[src/rtl/digit_scanner_pkg.sv]
// digit_scanner_pkg: types and constants shared by the multiplexed display
// scanner. Holds the per-slot FSM state type and the inactive (all-ones)
// drive levels for the active-low anode and segment outputs.
package digit_scanner_pkg;

  // Each digit slot opens with a dead-time phase, then shows the digit.
  typedef enum logic {
    BLANK = 1'b0,
    SHOW  = 1'b1
  } scan_state_t;

  // Anodes and segments are active-low, so "off" is a one on every bit.
  localparam logic ANODE_OFF = 1'b1;
  localparam logic SEG_OFF   = 1'b1;

endpackage

[src/rtl/slot_timer.sv]
// slot_timer: prescaler that divides the system clock into digit slots.
// It counts 0..REFRESH_DIV-1 and wraps.
//
// Ports:
//   clk        system clock, rising edge
//   rstN       synchronous active-low reset (prescaler back to 0)
//   slot_end   high in the last cycle of a slot (the wrap cycle)
//   show_next  high in the last dead-time cycle; the show phase starts
//              on the following edge
module slot_timer #(
  parameter int REFRESH_DIV  = 50000,
  parameter int BLANK_CYCLES = 16
) (
  input  logic clk,
  input  logic rstN,
  output logic slot_end,
  output logic show_next
);

  localparam int CNT_W = $clog2(REFRESH_DIV);

  logic [CNT_W-1:0] cnt;

  assign slot_end  = (cnt == CNT_W'(REFRESH_DIV - 1));
  assign show_next = (cnt == CNT_W'(BLANK_CYCLES - 1));

  // NOTE: sequential state is written with non-blocking assignments so every
  // register samples pre-edge values, independent of process ordering.
  always_ff @(posedge clk) begin
    if (!rstN) begin
      cnt <= '0;
    end else if (slot_end) begin
      cnt <= '0;
    end else begin
      cnt <= cnt + 1'b1;
    end
  end

endmodule

[src/rtl/digit_scanner.sv]
// digit_scanner: time-multiplexed driver for a NUM_DIGITS-digit LED display.
// Each digit gets one slot of REFRESH_DIV cycles: BLANK_CYCLES of dead time
// (anti-ghosting) followed by the show phase. A shadow frame decouples the
// display from segData; it is reloaded only at a frame boundary.
//
// Optional feature: define DIGIT_SCANNER_DIMMING_EN to add a 4-bit brightness
// input and a free-running 4-bit PWM counter; during the show phase the anode
// is then only driven while the PWM count is <= brightness.
//
// Ports:
//   clk        system clock, rising edge
//   rstN       synchronous active-low reset
//   segData    frame data, digit i in [i*SEG_W +: SEG_W], active-low segments
//   digitEn    per-digit enable (0 blanks that digit), captured with segData
//   load       level request to capture segData/digitEn, held until loadAck
//   brightness (dimming build only) 0 = 1/16 duty .. 15 = full on
//   loadAck    one-cycle pulse: the shadow frame is captured at the end of
//              this cycle
//   anode      active-low digit selects, at most one bit low
//   ledx       active-low segment drive for the selected digit
//   digitIdx   index of the current slot
//   frameDone  one-cycle pulse in the last cycle of the last digit's slot
module digit_scanner
  import digit_scanner_pkg::*;
#(
  parameter int NUM_DIGITS   = 4,
  parameter int SEG_W        = 8,
  parameter int REFRESH_DIV  = 50000,
  parameter int BLANK_CYCLES = 16
) (
  input  logic                          clk,
  input  logic                          rstN,
  input  logic [NUM_DIGITS*SEG_W-1:0]   segData,
  input  logic [NUM_DIGITS-1:0]         digitEn,
  input  logic                          load,
`ifdef DIGIT_SCANNER_DIMMING_EN
  input  logic [3:0]                    brightness,
`endif
  output logic                          loadAck,
  output logic [NUM_DIGITS-1:0]         anode,
  output logic [SEG_W-1:0]              ledx,
  output logic [$clog2(NUM_DIGITS)-1:0] digitIdx,
  output logic                          frameDone
);

  localparam int                IDX_W    = $clog2(NUM_DIGITS);
  localparam logic [IDX_W-1:0]  LAST_IDX = IDX_W'(NUM_DIGITS - 1);

  logic                               slot_end;
  logic                               show_next;
  scan_state_t                        state;
  scan_state_t                        state_next;
  logic [NUM_DIGITS-1:0][SEG_W-1:0]   shadow_seg;
  logic [NUM_DIGITS-1:0]              shadow_en;
  logic                               capture;
  logic                               digit_on;
  logic [NUM_DIGITS-1:0]              anode_next;
  logic [SEG_W-1:0]                   ledx_next;

  slot_timer #(
    .REFRESH_DIV  (REFRESH_DIV),
    .BLANK_CYCLES (BLANK_CYCLES)
  ) u_slot_timer (
    .clk       (clk),
    .rstN      (rstN),
    .slot_end  (slot_end),
    .show_next (show_next)
  );

  // The frame ends in the wrap cycle of the last digit. A pending load is
  // captured on that same edge, so the new frame starts with digit 0.
  assign frameDone = slot_end && (digitIdx == LAST_IDX);
  assign capture   = frameDone && load;
  assign loadAck   = capture;

  always_ff @(posedge clk) begin
    if (!rstN) begin
      digitIdx <= '0;
    end else if (slot_end) begin
      digitIdx <= (digitIdx == LAST_IDX) ? '0 : digitIdx + 1'b1;
    end
  end

  // Slot FSM: state register plus next-state logic.
  always_ff @(posedge clk) begin
    if (!rstN) begin
      state <= BLANK;
    end else begin
      state <= state_next;
    end
  end

  always_comb begin
    state_next = state;
    case (state)
      BLANK:   if (show_next) state_next = SHOW;
      SHOW:    if (slot_end)  state_next = BLANK;
      default: state_next = BLANK;
    endcase
  end

  // NOTE: the shadow frame is reset on purpose (segments off, digits
  // disabled) so the display stays dark until the first load is accepted.
  always_ff @(posedge clk) begin
    if (!rstN) begin
      shadow_seg <= {(NUM_DIGITS*SEG_W){SEG_OFF}};
      shadow_en  <= '0;
    end else if (capture) begin
      shadow_seg <= segData;
      shadow_en  <= digitEn;
    end
  end

`ifdef DIGIT_SCANNER_DIMMING_EN
  logic [3:0] pwm_cnt;

  always_ff @(posedge clk) begin
    if (!rstN) begin
      pwm_cnt <= '0;
    end else begin
      pwm_cnt <= pwm_cnt + 1'b1;
    end
  end

  assign digit_on = (state == SHOW) && shadow_en[digitIdx] && (pwm_cnt <= brightness);
`else
  assign digit_on = (state == SHOW) && shadow_en[digitIdx];
`endif

  // NOTE: every output of this block gets a default before the condition,
  // otherwise the tool would infer latches to hold the old value.
  always_comb begin
    anode_next = {NUM_DIGITS{ANODE_OFF}};
    ledx_next  = {SEG_W{SEG_OFF}};
    if (digit_on) begin
      anode_next[digitIdx] = 1'b0;
      ledx_next            = shadow_seg[digitIdx];
    end
  end

  // Outputs are registered, so each state change shows up one edge later,
  // on both the BLANK->SHOW and SHOW->BLANK transitions alike.
  always_ff @(posedge clk) begin
    if (!rstN) begin
      anode <= {NUM_DIGITS{ANODE_OFF}};
      ledx  <= {SEG_W{SEG_OFF}};
    end else begin
      anode <= anode_next;
      ledx  <= ledx_next;
    end
  end

endmodule

[config.mk]
export PLATFORM = sky130hd
export DESIGN_NAME = digit_scanner
export DESIGN_NICKNAME = d
export VERILOG_FILES = /design/src/rtl/digit_scanner_pkg.sv /design/src/rtl/slot_timer.sv /design/src/rtl/digit_scanner.sv
export SDC_FILE = /design/constraint.sdc
export NUM_CORES = 1
export LEC_CHECK = 0
export BUFFER_PORTS_ARGS = -buffer_cell sky130_fd_sc_hd__buf_2
export CORE_MARGIN = 3
export CORE_UTILIZATION = 30
export DETAILED_ROUTE_END_ITERATION = 8
export PLACE_DENSITY = 0.57
export SYNTH_ARGS = -nofsm -noshare
export SYNTH_HDL_FRONTEND = slang
export SYNTH_SLANG_ARGS = --single-unit
[constraint.sdc]
create_clock -name clk -period 2.1 [get_ports clk]
set_input_delay 0.21 -clock clk [delete_from_list [all_inputs] [get_ports clk]]
set_output_delay 0.21 -clock clk [all_outputs]
set_load 0.03 [all_outputs]
# After elaboration in Yosys (flattened, before gate mapping)
# Cells that the tools add are included.
[word_totals] input_bits=39 latch_bits=0 register_bits=67 output_inout_bits=16 ramBits=0 memories=0 word_cells=36 rom_bits=0
[classes] div=0 bitwise_logic=3 muxes=10 n_mul=0 n_shift=0 n_reduce_logical=6 n_lt_le_gt_ge=2 n_eq_ne=3 n_addsub=2
[ops] operator="adder 16 x 1 -> 16 bit (second input constant)" n=1
[ops] operator="binary-select mux 8 bit (select 2 bit)" n=1
[ops] operator="== test 16 bit (second input constant)" n=1
[ops] operator="== test 16 x 4 -> 1 bit (second input constant)" n=1
[ops] operator="2-to-1 mux 8 bit" n=1
[ops] operator="logical AND 1 bit" n=4
[ops] operator="2-to-1 mux 1 bit" n=4
[ops] operator="inverter 4 bit" n=1
[ops] operator="< comparator 2 x 3 -> 1 bit (second input constant)" n=1
[ops] operator="adder 2 x 1 -> 2 bit (second input constant)" n=1
[ops] operator="binary-select mux 1 bit (select 2 bit)" n=1
[ops] operator="demux 1 bit (select 2 bit)" n=1
[ops] operator="== test 2 bit (second input constant)" n=1
[ops] operator=">= comparator 2 x 1 -> 1 bit (second input constant)" n=1
[ops] operator="2-to-1 mux 2 bit" n=1
[ops] operator="inverter 1 bit" n=2
[ops] operator="one-hot mux 1 bit (2 select lines)" n=1
[ops] operator="AND reduction 2 bit" n=1
[ops] operator="OR reduction 2 bit" n=1

# Depth between registers and ports, before layout
[depth] ltp_word=5 ltp_mapped=7 depth_no_buf=5

# Modules after synthesis
# From an unflattened synthesis, not the netlist that was laid out.
[unflattened] hier_cells=298 hier_area_um2=2716.4
[by_module_without_submodules] mod="digit_scanner" seq_area_each_um2=1021.0 area_each_um2=1994.4 instances=1 cells_per_inst=214
[by_module_without_submodules] mod="slot_timer" seq_area_each_um2=320.3 area_each_um2=721.9 instances=1 cells_per_inst=84

# Worst setup path before layout
# No wires, ideal clock.
[synth_timing] path_kind="flip-flop to output port" startpoint="register digitIdx[0]" endpoint="output port loadAck" required_time_ns=1.890 path_buffers=2 slack_ns=-0.062 stages_incl_launch_ff=7 arrival_time_ns=1.952 path_cell_list="dfxtp_1 -> ha_1 -> nand2_1 -> or3_1 -> buf_2 -> buf_2 -> nor2_1"
[synth_via] elab_chain_cells=3
[synth_lines] item="from (decl)" line="digit_scanner.sv:42" rtl="output logic [$clog2(NUM_DIGITS)-1:0] digitIdx,"
[synth_lines] item="from (signal assigned)" line="digit_scanner.sv:80" rtl="digitIdx <= (digitIdx == LAST_IDX) ? '0 : digitIdx + 1'b1;"
[synth_lines] item="== test 2 bit" line="digit_scanner.sv:72" rtl="assign frameDone = slot_end && (digitIdx == LAST_IDX);"
[synth_lines] item="logical AND 1 bit" line="digit_scanner.sv:72"
[synth_lines] item="logical AND 1 bit" line="digit_scanner.sv:73" rtl="assign capture = frameDone && load;"
[synth_lines] item="to (decl)" line="digit_scanner.sv:39" rtl="output logic loadAck,"
# Every way passes these cells.

# Final worst setup path
[layout_timing] startpoint="register u_slot_timer.cnt[5]" endpoint="output port frameDone"
[layout_via] elab_chain_cells=2
[layout_lines] item="from (decl)" line="slot_timer.sv:22" rtl="logic [CNT_W-1:0] cnt;"
[layout_lines] item="from (signal assigned)" line="slot_timer.sv:35" rtl="cnt <= cnt + 1'b1;"
[layout_lines] item="== test 16 bit" line="slot_timer.sv:24" rtl="assign slot_end = (cnt == CNT_W'(REFRESH_DIV - 1));"
[layout_lines] item="logical AND 1 bit" line="digit_scanner.sv:72"
[layout_lines] item="to (decl)" line="digit_scanner.sv:43" rtl="output logic frameDone"
# Every way passes these cells.

==> summary.txt <==
H-tree levels = 3
Max Cap Viol = 0
initial detailed-routing violation count = 150
total grt overflow = 0
placement-stage cell area = 0.003197 sq mm
Rows = 34
remaining antenna violation count after routing = 0
Clock Latency Late Sink = 0.34 ns
final setup vio count = 0
Vias = 2369
drt total wl = 7047 microns
initial core utilization = 0.3153
Worst Tran Pin Value = 0.8520 ns
endpoint type of the worst setup path = output pin
crit path time final = 2.000 ns
Mapped Area = 0.002816 sq mm
Post-DP HPWL = 4724 microns
Power Dens Cells = 701.5 mW/mm^2
GPL Wtd Cong = 0.7829
status = finished, final reports clean
DRC errors left = 0
Required @ worst endpoint = 1.89 ns
cts hold-fix bufs = 0
average via count per standard cell = 4.998
Wirelength per Cell = 14.87 microns
CTS clk-pin slew, worst paths = 0.07 ns
post-synthesis sequential area ratio = 0.4762
clock tree buffer depth = 2
CTS tree = yes
Synth Register Bits = 67
clock sinks = 67
Tcrit/Tclk final = 0.9526
worst endpoint data arrival time = 1.79 ns
die footprint = 0.01059 sq mm
number of global-route vias before repair = 2198
crit-path max FO = 5
largest net degree at the start of global routing = 38
die width = 102.9 microns
n_diodes = 0
Core Region = 0.008934 sq mm
Distinct cells, synth = 33
Inserted Clock Buffers = 9
GRT Overall Usage = 0.1369
hold crit path type = primary input to flop
Mapped Cells = 310
fin area = 0.003453 sq mm
warning count from the yosys run = 0
filler instances = 897
DIE HEIGHT = 102.9 microns
I/O Pins = 55
ratio of cells with drive above 1 in the final layout = 0.2814
post-synthesis area per instance = 9.085 sq um
Syn Nets = 354
Area Growth Syn to Fin = 22.61%
Initial DRT Pass Iterations = 4
Max Clock Skew = 0.01592 ns
hold_ws = 0.1309 ns
FMAX = 0.4999 GHz
antenna violations before repair = 0
class of the most critical setup path = flop to output pin
Worst slew margin = 0.4308
Final #Nets = 405
PortBufs = 54
startpoint types = flop
Lkg Pwr = 1.227 nW
clock root buffer = clkbuf_8
Setup TNS Final = 0 ns
first-pass GRT wire length = 11050 microns
Max Slew Vio Count = 0
final hold violation count = 0
VDD IR max = 239.8 uV
==> per-layer routing <==
layer | vias up | share of wire | global-route usage
met4 | 0 | 0.021 | 0.07171
met2 | 63 | 0.43 | 0.1963
li1 | 1211 | - | -
met3 | 10 | 0.056 | 0.03112
met5 | - | 0 | 0
met1 | 1085 | 0.49 | 0.1909
==> stage by stage <==
stage	util	setup slack [ns]	cells	power [mW]
floorplan	-	0.07339	310	1.330
global placement	0.3578	0.3221	458	1.379
detailed placement	0.3578	0.2996	458	1.380
CTS	0.3811	0.003834	474	2.456
global route	0.3866	-0.001762	474	2.506
finish	0.3866	0.09958	474	2.423
==> registers in the layout, indices dropped and copies added, names as in the netlist <==
name              count
ledx                  8
state                 1
anode                 4
shadow_seg           32
digitIdx              2
u_slot_timer.cnt     16
shadow_en             4
==> repair_timing <==
item                                   in CTS  in global routing
setup endpoints to repair                   1                  2
gates resized for setup                     3                 11
setup buffers                               0                  0
endpoints found under the hold margin       0                  0
==> final timing paths <==
path / endpoint / slack (ns) / depth (start not counted) / from
worst max-delay path: frameDone / 0.1 / 4 / u_slot_timer.cnt[5]$_SDFF_PP0_
worst min-delay path: shadow_seg[27]$_SDFFE_PN1P_ / 0.13 / 3 / segData[27]
worst max register to register: shadow_seg[24]$_SDFFE_PN1P_ / 0.33 / 5 / u_slot_timer.cnt[5]$_SDFF_PP0_
worst min register to register: u_slot_timer.cnt[0]$_SDFF_PP0_ / 0.46 / 1 / u_slot_timer.cnt[0]$_SDFF_PP0_
==> final cells by class <==
type	count	area (sq um)	area share
clock inverter	7	75.07	0.02174
clock buffer	9	123.9	0.03587
multi-input combinational	214	1396	0.4043
inverter	5	18.77	0.005435
timing repair buffer	64	360.3	0.1043
tap	108	135.1	0.03913
sequential	67	1344	0.3891
==> report_power, final <==
group          leakage (nW)  switching [mW]  total, mW  internal [mW]
clock                 0.104           0.517       1.07          0.556
combinational         0.580          0.0361     0.0710         0.0349
sequential            0.543         0.00489       1.28           1.27
==> worst max-delay path, stage by stage (launching register included) <==
cell     delay, ns
dfxtp_1       0.38
nor4_4        0.39
and3b_1       0.28
and3_1        0.20
buf_2         0.20
==> Yosys cell counts <==
library cell	count	share of area
or3_1	2	0.0044
a21oi_1	39	0.069
nand4_1	5	0.011
nand2b_1	8	0.018
o21ai_2	1	0.0031
clkbuf_1	11	0.015
clkbuf_2	1	0.0018
or2_2	1	0.0022
nor4_1	3	0.0067
o21ai_1	13	0.023
or4_1	2	0.0053
inv_1	5	0.0067
nand2_1	9	0.012
and2_1	1	0.0022
nor3_1	36	0.064
o21ai_0	26	0.046
xor2_1	6	0.019
buf_2	11	0.020
nor2_1	19	0.025
and3_1	2	0.0044
mux4_2	9	0.072
xnor2_1	7	0.022
and4_1	1	0.0031
buf_4	1	0.0027
ha_1	5	0.022
nor2b_1	1	0.0022
nor4_2	1	0.0044
dfxtp_1	67	0.48
nand4_2	1	0.0044
and3b_1	1	0.0031
nand3_1	13	0.023
o31ai_1	1	0.0027
nor3_2	1	0.0036
==> layout by cell type (no fill, tap or decap), types with 2 or more instances in the layout <==
cell and instances:
o21ai_0 26, nand4_1 5, clkinv_4 2, dfxtp_1 65, or4_1 2, xor2_1 6, nor3_1 35, clkinv_2 2
xnor2_1 7, dfxtp_2 2, clkbuf_8 9, o21ai_1 13, ha_1 3, nor4_1 3, ha_2 2, nand2b_1 8
buf_2 53, and3_1 2, mux4_2 9, inv_1 5, nand2_1 8, nand3_1 12, buf_4 10, a21oi_1 39
inv_6 2, nor2_1 18
==> kinds of logic (layout without fill, tap and decap cells) <==
family,count (synthesis),after routing,share of synthesized area
xor gates and xnor gates,13,13,0.04043
adders and majority gates,5,5,0.02221
and+or+nand+nor,107,107,0.1995
DFF,67,67,0.4762
AOI/OAI and AO/OA,80,80,0.1444
muxes,9,9,0.07197
buffers and inverters,29,85,0.04531
Note: power is estimated with default switching activity, not from simulation.
